===== src/rtl/regularni_fifo_arbiter_if.sv =====
// Bundle between the packet sources, the regular NI FIFO write port and the arbiter.
// The arbiter attaches via the slave modport; the sources/FIFO side uses master.
interface regularni_fifo_arbiter_if #(
  parameter int NUM_REQ = 4,
  parameter int IDW     = 2
);
  logic [NUM_REQ-1:0]    req;
  logic [NUM_REQ*16-1:0] req_data;
  logic [NUM_REQ-1:0]    req_last;
  logic                  regularNI_FIFO_full;
  logic [NUM_REQ-1:0]    grant;
  logic [NUM_REQ-1:0]    ack;
  logic                  regularNI_FIFO_wr;
  logic [15:0]           regularFIFO_data;
  logic                  busy;
  logic [IDW-1:0]        cur_id;
  logic                  pkt_err;

  modport slave (
    input  req, req_data, req_last, regularNI_FIFO_full,
    output grant, ack, regularNI_FIFO_wr, regularFIFO_data, busy, cur_id, pkt_err
  );

  modport master (
    output req, req_data, req_last, regularNI_FIFO_full,
    input  grant, ack, regularNI_FIFO_wr, regularFIFO_data, busy, cur_id, pkt_err
  );
endinterface


===== src/rtl/regularni_fifo_arbiter.sv =====
// Packet-atomic round-robin arbiter for the regular NI FIFO write port.
// Optional packet-length watchdog is enabled by defining REGNI_ARB_WATCHDOG_EN.
module regularni_fifo_arbiter_lane (
  input  logic        sel,
  input  logic [15:0] flit,
  output logic        ack,
  output logic [15:0] flit_gated
);
  assign ack        = sel;
  assign flit_gated = sel ? flit : 16'h0000;
endmodule

module regularni_fifo_arbiter #(
  parameter int NUM_REQ     = 4,
  parameter int IDW         = 2,
  parameter int MAX_PKT_LEN = 32
) (
  input logic                     clk_division,
  input logic                     rst,
  regularni_fifo_arbiter_if.slave bus
);
  if (NUM_REQ < 2 || NUM_REQ > 8)         begin : g_chk_num $error("NUM_REQ out of range"); end
  if ((2 ** IDW) < NUM_REQ)               begin : g_chk_idw $error("IDW too narrow"); end
  if (MAX_PKT_LEN < 1 || MAX_PKT_LEN > 255) begin : g_chk_len $error("MAX_PKT_LEN out of range"); end

  typedef enum logic {IDLE, XFER} state_t;

  state_t                    state, state_nxt;
  logic [NUM_REQ-1:0]        grant_q, grant_nxt;
  logic [IDW-1:0]            ptr, ptr_nxt, cur_id, cur_id_nxt;
  logic [IDW-1:0]            win_id, cand;
  logic                      win_vld;
  int                        scan_idx;
  logic [7:0]                flit_cnt, flit_cnt_nxt;
  logic                      pkt_err_q, pkt_err_nxt;
  logic                      xfer, own_last, wd_trip, release_port;
  logic [NUM_REQ-1:0]        lane_sel, lane_ack;
  logic [NUM_REQ-1:0][15:0]  lane_data;
  logic [15:0]               wr_data;

  // First requester after ptr wins, wrapping modulo NUM_REQ.
  always_comb begin
    win_vld  = 1'b0;
    win_id   = '0;
    scan_idx = 0;
    cand     = '0;
    for (int k = 1; k <= NUM_REQ; k++) begin
      scan_idx = (int'(ptr) + k) % NUM_REQ;
      cand     = IDW'(scan_idx);
      if (!win_vld && bus.req[cand]) begin
        win_vld = 1'b1;
        win_id  = cand;
      end
    end
  end

  assign xfer     = !rst && (state == XFER) && bus.req[cur_id] && !bus.regularNI_FIFO_full;
  assign own_last = bus.req_last[cur_id];

`ifdef REGNI_ARB_WATCHDOG_EN
  // flit_cnt is pre-increment, so this fires on the MAX_PKT_LEN-th transfer.
  assign wd_trip = xfer && !own_last && (flit_cnt == 8'(MAX_PKT_LEN - 1));
`else
  assign wd_trip = 1'b0;
`endif

  assign release_port = xfer && (own_last || wd_trip);

  always_comb begin
    state_nxt    = state;
    grant_nxt    = grant_q;
    ptr_nxt      = ptr;
    cur_id_nxt   = cur_id;
    flit_cnt_nxt = flit_cnt;
    pkt_err_nxt  = 1'b0;
    case (state)
      IDLE: begin
        if (win_vld) begin
          state_nxt    = XFER;
          grant_nxt    = NUM_REQ'(1) << win_id;
          cur_id_nxt   = win_id;
          flit_cnt_nxt = 8'd0;
        end
      end
      XFER: begin
        if (xfer) flit_cnt_nxt = flit_cnt + 8'd1;
        if (release_port) begin
          state_nxt   = IDLE;
          grant_nxt   = '0;
          ptr_nxt     = cur_id;
          pkt_err_nxt = wd_trip;
        end
      end
      default: state_nxt = IDLE;
    endcase
  end

  always_ff @(posedge clk_division or posedge rst) begin
    if (rst) begin
      state     <= IDLE;
      grant_q   <= '0;
      ptr       <= IDW'(NUM_REQ - 1);
      cur_id    <= '0;
      flit_cnt  <= 8'd0;
      pkt_err_q <= 1'b0;
    end else begin
      state     <= state_nxt;
      grant_q   <= grant_nxt;
      ptr       <= ptr_nxt;
      cur_id    <= cur_id_nxt;
      flit_cnt  <= flit_cnt_nxt;
      pkt_err_q <= pkt_err_nxt;
    end
  end

  for (genvar i = 0; i < NUM_REQ; i++) begin : g_lane
    assign lane_sel[i] = xfer && grant_q[i];
    regularni_fifo_arbiter_lane u_lane (
      .sel        (lane_sel[i]),
      .flit       (bus.req_data[16*i +: 16]),
      .ack        (lane_ack[i]),
      .flit_gated (lane_data[i])
    );
  end

  always_comb begin
    wr_data = '0;
    for (int i = 0; i < NUM_REQ; i++) wr_data = wr_data | lane_data[i];
  end

  assign bus.grant             = grant_q;
  assign bus.ack               = lane_ack;
  assign bus.regularNI_FIFO_wr = xfer;
  assign bus.regularFIFO_data  = wr_data;
  assign bus.busy              = (state == XFER);
  assign bus.cur_id            = cur_id;
  assign bus.pkt_err           = pkt_err_q;
endmodule


===== src/flat_wrapper.sv =====
// flat-port wrapper written by rule: the top's interface ports become plain ports
module regularni_fifo_arbiter_flat 
#(
  parameter int NUM_REQ     = 4,
  parameter int IDW         = 2,
  parameter int MAX_PKT_LEN = 32
)
  (clk_division, rst, bus_req, bus_req_data, bus_req_last, bus_regularNI_FIFO_full, bus_grant, bus_ack, bus_regularNI_FIFO_wr, bus_regularFIFO_data, bus_busy, bus_cur_id, bus_pkt_err);
  regularni_fifo_arbiter_if #(.NUM_REQ(NUM_REQ), .IDW(IDW)) bus_i ();
  input logic clk_division;
  input logic rst;
  input wire logic [$bits(bus_i.req)-1:0] bus_req;
  input wire logic [$bits(bus_i.req_data)-1:0] bus_req_data;
  input wire logic [$bits(bus_i.req_last)-1:0] bus_req_last;
  input wire logic [$bits(bus_i.regularNI_FIFO_full)-1:0] bus_regularNI_FIFO_full;
  output wire logic [$bits(bus_i.grant)-1:0] bus_grant;
  output wire logic [$bits(bus_i.ack)-1:0] bus_ack;
  output wire logic [$bits(bus_i.regularNI_FIFO_wr)-1:0] bus_regularNI_FIFO_wr;
  output wire logic [$bits(bus_i.regularFIFO_data)-1:0] bus_regularFIFO_data;
  output wire logic [$bits(bus_i.busy)-1:0] bus_busy;
  output wire logic [$bits(bus_i.cur_id)-1:0] bus_cur_id;
  output wire logic [$bits(bus_i.pkt_err)-1:0] bus_pkt_err;
  assign bus_i.req = bus_req;
  assign bus_i.req_data = bus_req_data;
  assign bus_i.req_last = bus_req_last;
  assign bus_i.regularNI_FIFO_full = bus_regularNI_FIFO_full;
  assign bus_grant = bus_i.grant;
  assign bus_ack = bus_i.ack;
  assign bus_regularNI_FIFO_wr = bus_i.regularNI_FIFO_wr;
  assign bus_regularFIFO_data = bus_i.regularFIFO_data;
  assign bus_busy = bus_i.busy;
  assign bus_cur_id = bus_i.cur_id;
  assign bus_pkt_err = bus_i.pkt_err;
  regularni_fifo_arbiter #(.NUM_REQ(NUM_REQ), .IDW(IDW), .MAX_PKT_LEN(MAX_PKT_LEN)) u_core (.clk_division(clk_division), .rst(rst), .bus(bus_i));
endmodule

===== config.mk =====
export PLATFORM = sky130hd
export DESIGN_NAME = regularni_fifo_arbiter_flat
export DESIGN_NICKNAME = d
export VERILOG_FILES = /design/src/rtl/regularni_fifo_arbiter_if.sv /design/src/rtl/regularni_fifo_arbiter.sv /design/src/flat_wrapper.sv
export SDC_FILE = /design/constraint.sdc
export NUM_CORES = 1
export LEC_CHECK = 0
export CAP_MARGIN = 25
export CORE_MARGIN = 1.5
export CORE_UTILIZATION = 25
export CTS_CLUSTER_SIZE = 28
export DETAILED_ROUTE_END_ITERATION = 6
export PLACE_DENSITY = 0.83
export SYNTH_ARGS = -nofsm -noshare
export SYNTH_HDL_FRONTEND = slang
export SYNTH_SLANG_ARGS = --single-unit
export TNS_END_PERCENT = 50

===== constraint.sdc =====
create_clock -name clk_division -period 1.6 [get_ports clk_division]
set_clock_uncertainty 0.1 [all_clocks]
set_input_delay 0.16 -clock clk_division [delete_from_list [all_inputs] [get_ports clk_division]]
set_output_delay 0.16 -clock clk_division [all_outputs]
set_load 0.1 [all_outputs]

==> out/qor.csv <==
metric,value,unit
status,"complete, but fails checks",
failing checks,negative setup slack,
"Cell Count, Final, Fillers Out",271,
Final Hold Vio Count,0,
"count leader, synth",a22oi_1,
RSZ-0062 raised after global routing,true,
global-route wire length before repair,7017,um
Avg Inst Size Synth,8.557,um2
Synth Area in XOR/XNOR,0,
Syn Nets,187,
initial antenna violation count,0,
ant diodes,0,
Pre-antenna DRT Iters,4,
max_cap viols,0,
CTS tree,built,
HPWL after DPL,3731,um
detailed-route via count,1407,
worst-path fanout max,7,
Worst-Skew Late Latency,0.23,ns
root buffer cell,clkbuf_8,
Tmin final,2.024,ns
overall global routing resource usage,0.2142,
crit path from,u_core.bus.cur_id[1]$_DFFE_PP0P_,
"Reg clk slew, reported paths",0.05,ns
CP arrival,1.76,ns
WL per Instance,16.44,um
post-synthesis mux area share,0.09661,
Yosys cell types,34,
YS warnings,0,
worst setup path class,reg2out,
dominant cells by area after synthesis,"a22oi_1 (25%), dfrtp_1 (18%), a21oi_1 (8.4%), dfstp_2 (5.5%), buf_4 (4.7%)",
total power,3.428,mW
clock buffer depth,2,
Mapped Cells,112,
Hold Crit Class,in2async,
Die H,64.92,um
met3 usage,0.03819,
top cell type's share of synthesized area,0.2507,
die area,0.004214,mm2
Critical R2R Launch,u_core.bus.cur_id[1]$_DFFE_PP0P_,
"Async S/R FF share, synth",1.000,
register area share after synthesis,0.2376,
IO Pins,104,
Synth Cell Area,958.4,um2
final setup vio count,29,
min setup slack post-route,-0.4243,ns
DRT iter0 DRCs,44,
# nets final,299,
core area,0.003661,mm2
# DRC,0,
Cell Count Post-Placement,267,
busiest grt layer,met2,
compound-gate portion of the synthesized area,0.4334,
Area Overhead vs Synth,180.0,%
CTS Buf Count,3,
final core occ,0.7331,
share of cells above drive strength 1,0.3946,
total congestion overflow,0,
IO buf count,102,
Final Slew Violations,0,
worst path required time,1.34,ns
fin crit share,1.265,
GRT met1 Usage,0.2370,
fmax,494.0,MHz
Sink Count,9,
Routability Congestion,0.8329,
leak pwr,0.9486,nW
Starting Density,0.2618,
row cnt,22,
adder-cell share of the synthesized area,0,
largest net degree at the start of global routing,20,
post-route ant nets,0,
Post-synth EDFFs,0,
Yosys reg bits,9,
Synth top cells by count,"a22oi_1 (32), a21oi_1 (16), clkbuf_1 (7), dfrtp_1 (7), buf_4 (6)",
worst vdd ir,2147,uV
final WL,4456,um
largest family of logic cells by synthesized area,compound AO/OA/AOI/OAI gates,
M2 GR Usage,0.4098,
Synth area leader,a22oi_1,
Simple-Gate Fraction of Synth Area,0.1332,
vias in the first global route,1467,
pre-CTS setup slack,-0.3577,ns
setup tns final,-9.392,ns
Worst setup SP type,flop,
Cell Pwr Density,1277,mW/mm2
# H-tree levels,1,
crit path capture type,output pin,
Synth Flop Type,dfrtp_1,
vias per cell,5.192,
Chip Width,64.92,um
R2R depth,4,
-- kinds of logic after synthesis --
family          Yosys count
compound gates           60
buf+inv                  18
flops                     9
mux                       6
other cells               1
simple gates             18
-- repair_timing --
action | CTS | global route
pin swaps | 1 | 0
setup endpoints to repair | 29 | 30
resized for setup | 7 | 0
hold buffers | 0 | 0
buffers inserted | 0 | 0
-- power by group --
group | internal (mW) | switching, mW | total, mW
Combinational | 1.09 | 1.47 | 2.56
Clock | 0.174 | 0.0928 | 0.267
Sequential | 0.348 | 0.257 | 0.606
-- area by class of cell --
type	count	area [um2]
Sequential cell	9	239.0
Timing Repair Buffer	122	1496
Fill cell	261	977.2
Inverter	3	13.76
Clock buffer	4	45.04
Multi-Input combinational cell	85	829.5
Tap cell	48	60.06
-- routing by layer --
layer	wire, um	share of wire
met5	0	0
met1	1655	0.37
met3	287	0.064
met2	2444	0.55
met4	69	0.015
-- critical path, stage by stage (launching register included) --
cell and delay [ns]:
dfrtp_4 0.48, mux4_2 0.38, nand3_4 0.15, buf_12 0.19
a21oi_4 0.14, buf_12 0.19
-- placed cells by master, fill, tap and decap left out, types with 3 or more instances in the layout --
| cell | n |
|---|---|
| a22oi_1 | 32 |
| nand2b_1 | 3 |
| buf_4 | 15 |
| a21oi_4 | 16 |
| dfrtp_2 | 6 |
| clkbuf_8 | 3 |
| clkdlybuf4s50_1 | 74 |
| and2_4 | 4 |
| nor2_1 | 4 |
| buf_12 | 31 |
-- registers in the layout (all words and copies together), names as in the netlist --
| signal | cells |
|---|---|
| u_core.bus.busy | 1 |
| u_core.bus.cur_id | 2 |
| u_core.bus.grant | 4 |
| u_core.ptr | 2 |
-- metrics by stage --
| step | instance area (um2) | hold slack (ns) |
|---|---|---|
| CTS | 2684 | 0.1489 |
| global placement | 2621 | 0.3805 |
| floorplan | 1165 | -0.1139 |
| detailed placement | 2621 | 0.3865 |
| global route | 2684 | 0.1664 |
| finish | 2684 | 0.1222 |
-- path summary, 6_finish.rpt --
kind                                        endpoint  slack [ns]
min reg2reg                u_core.bus.busy$_DFF_PP0_        0.53
max reg2reg                u_core.ptr[1]$_DFFE_PP1P_       -0.13
min in group clk_division  u_core.bus.busy$_DFF_PP0_        0.53
min                        u_core.bus.busy$_DFF_PP0_        0.12
max                          bus_regularFIFO_data[5]       -0.42
max in group asynchronous  u_core.ptr[0]$_DFFE_PP1P_        0.98
Power figures use the tool's default switching activity.
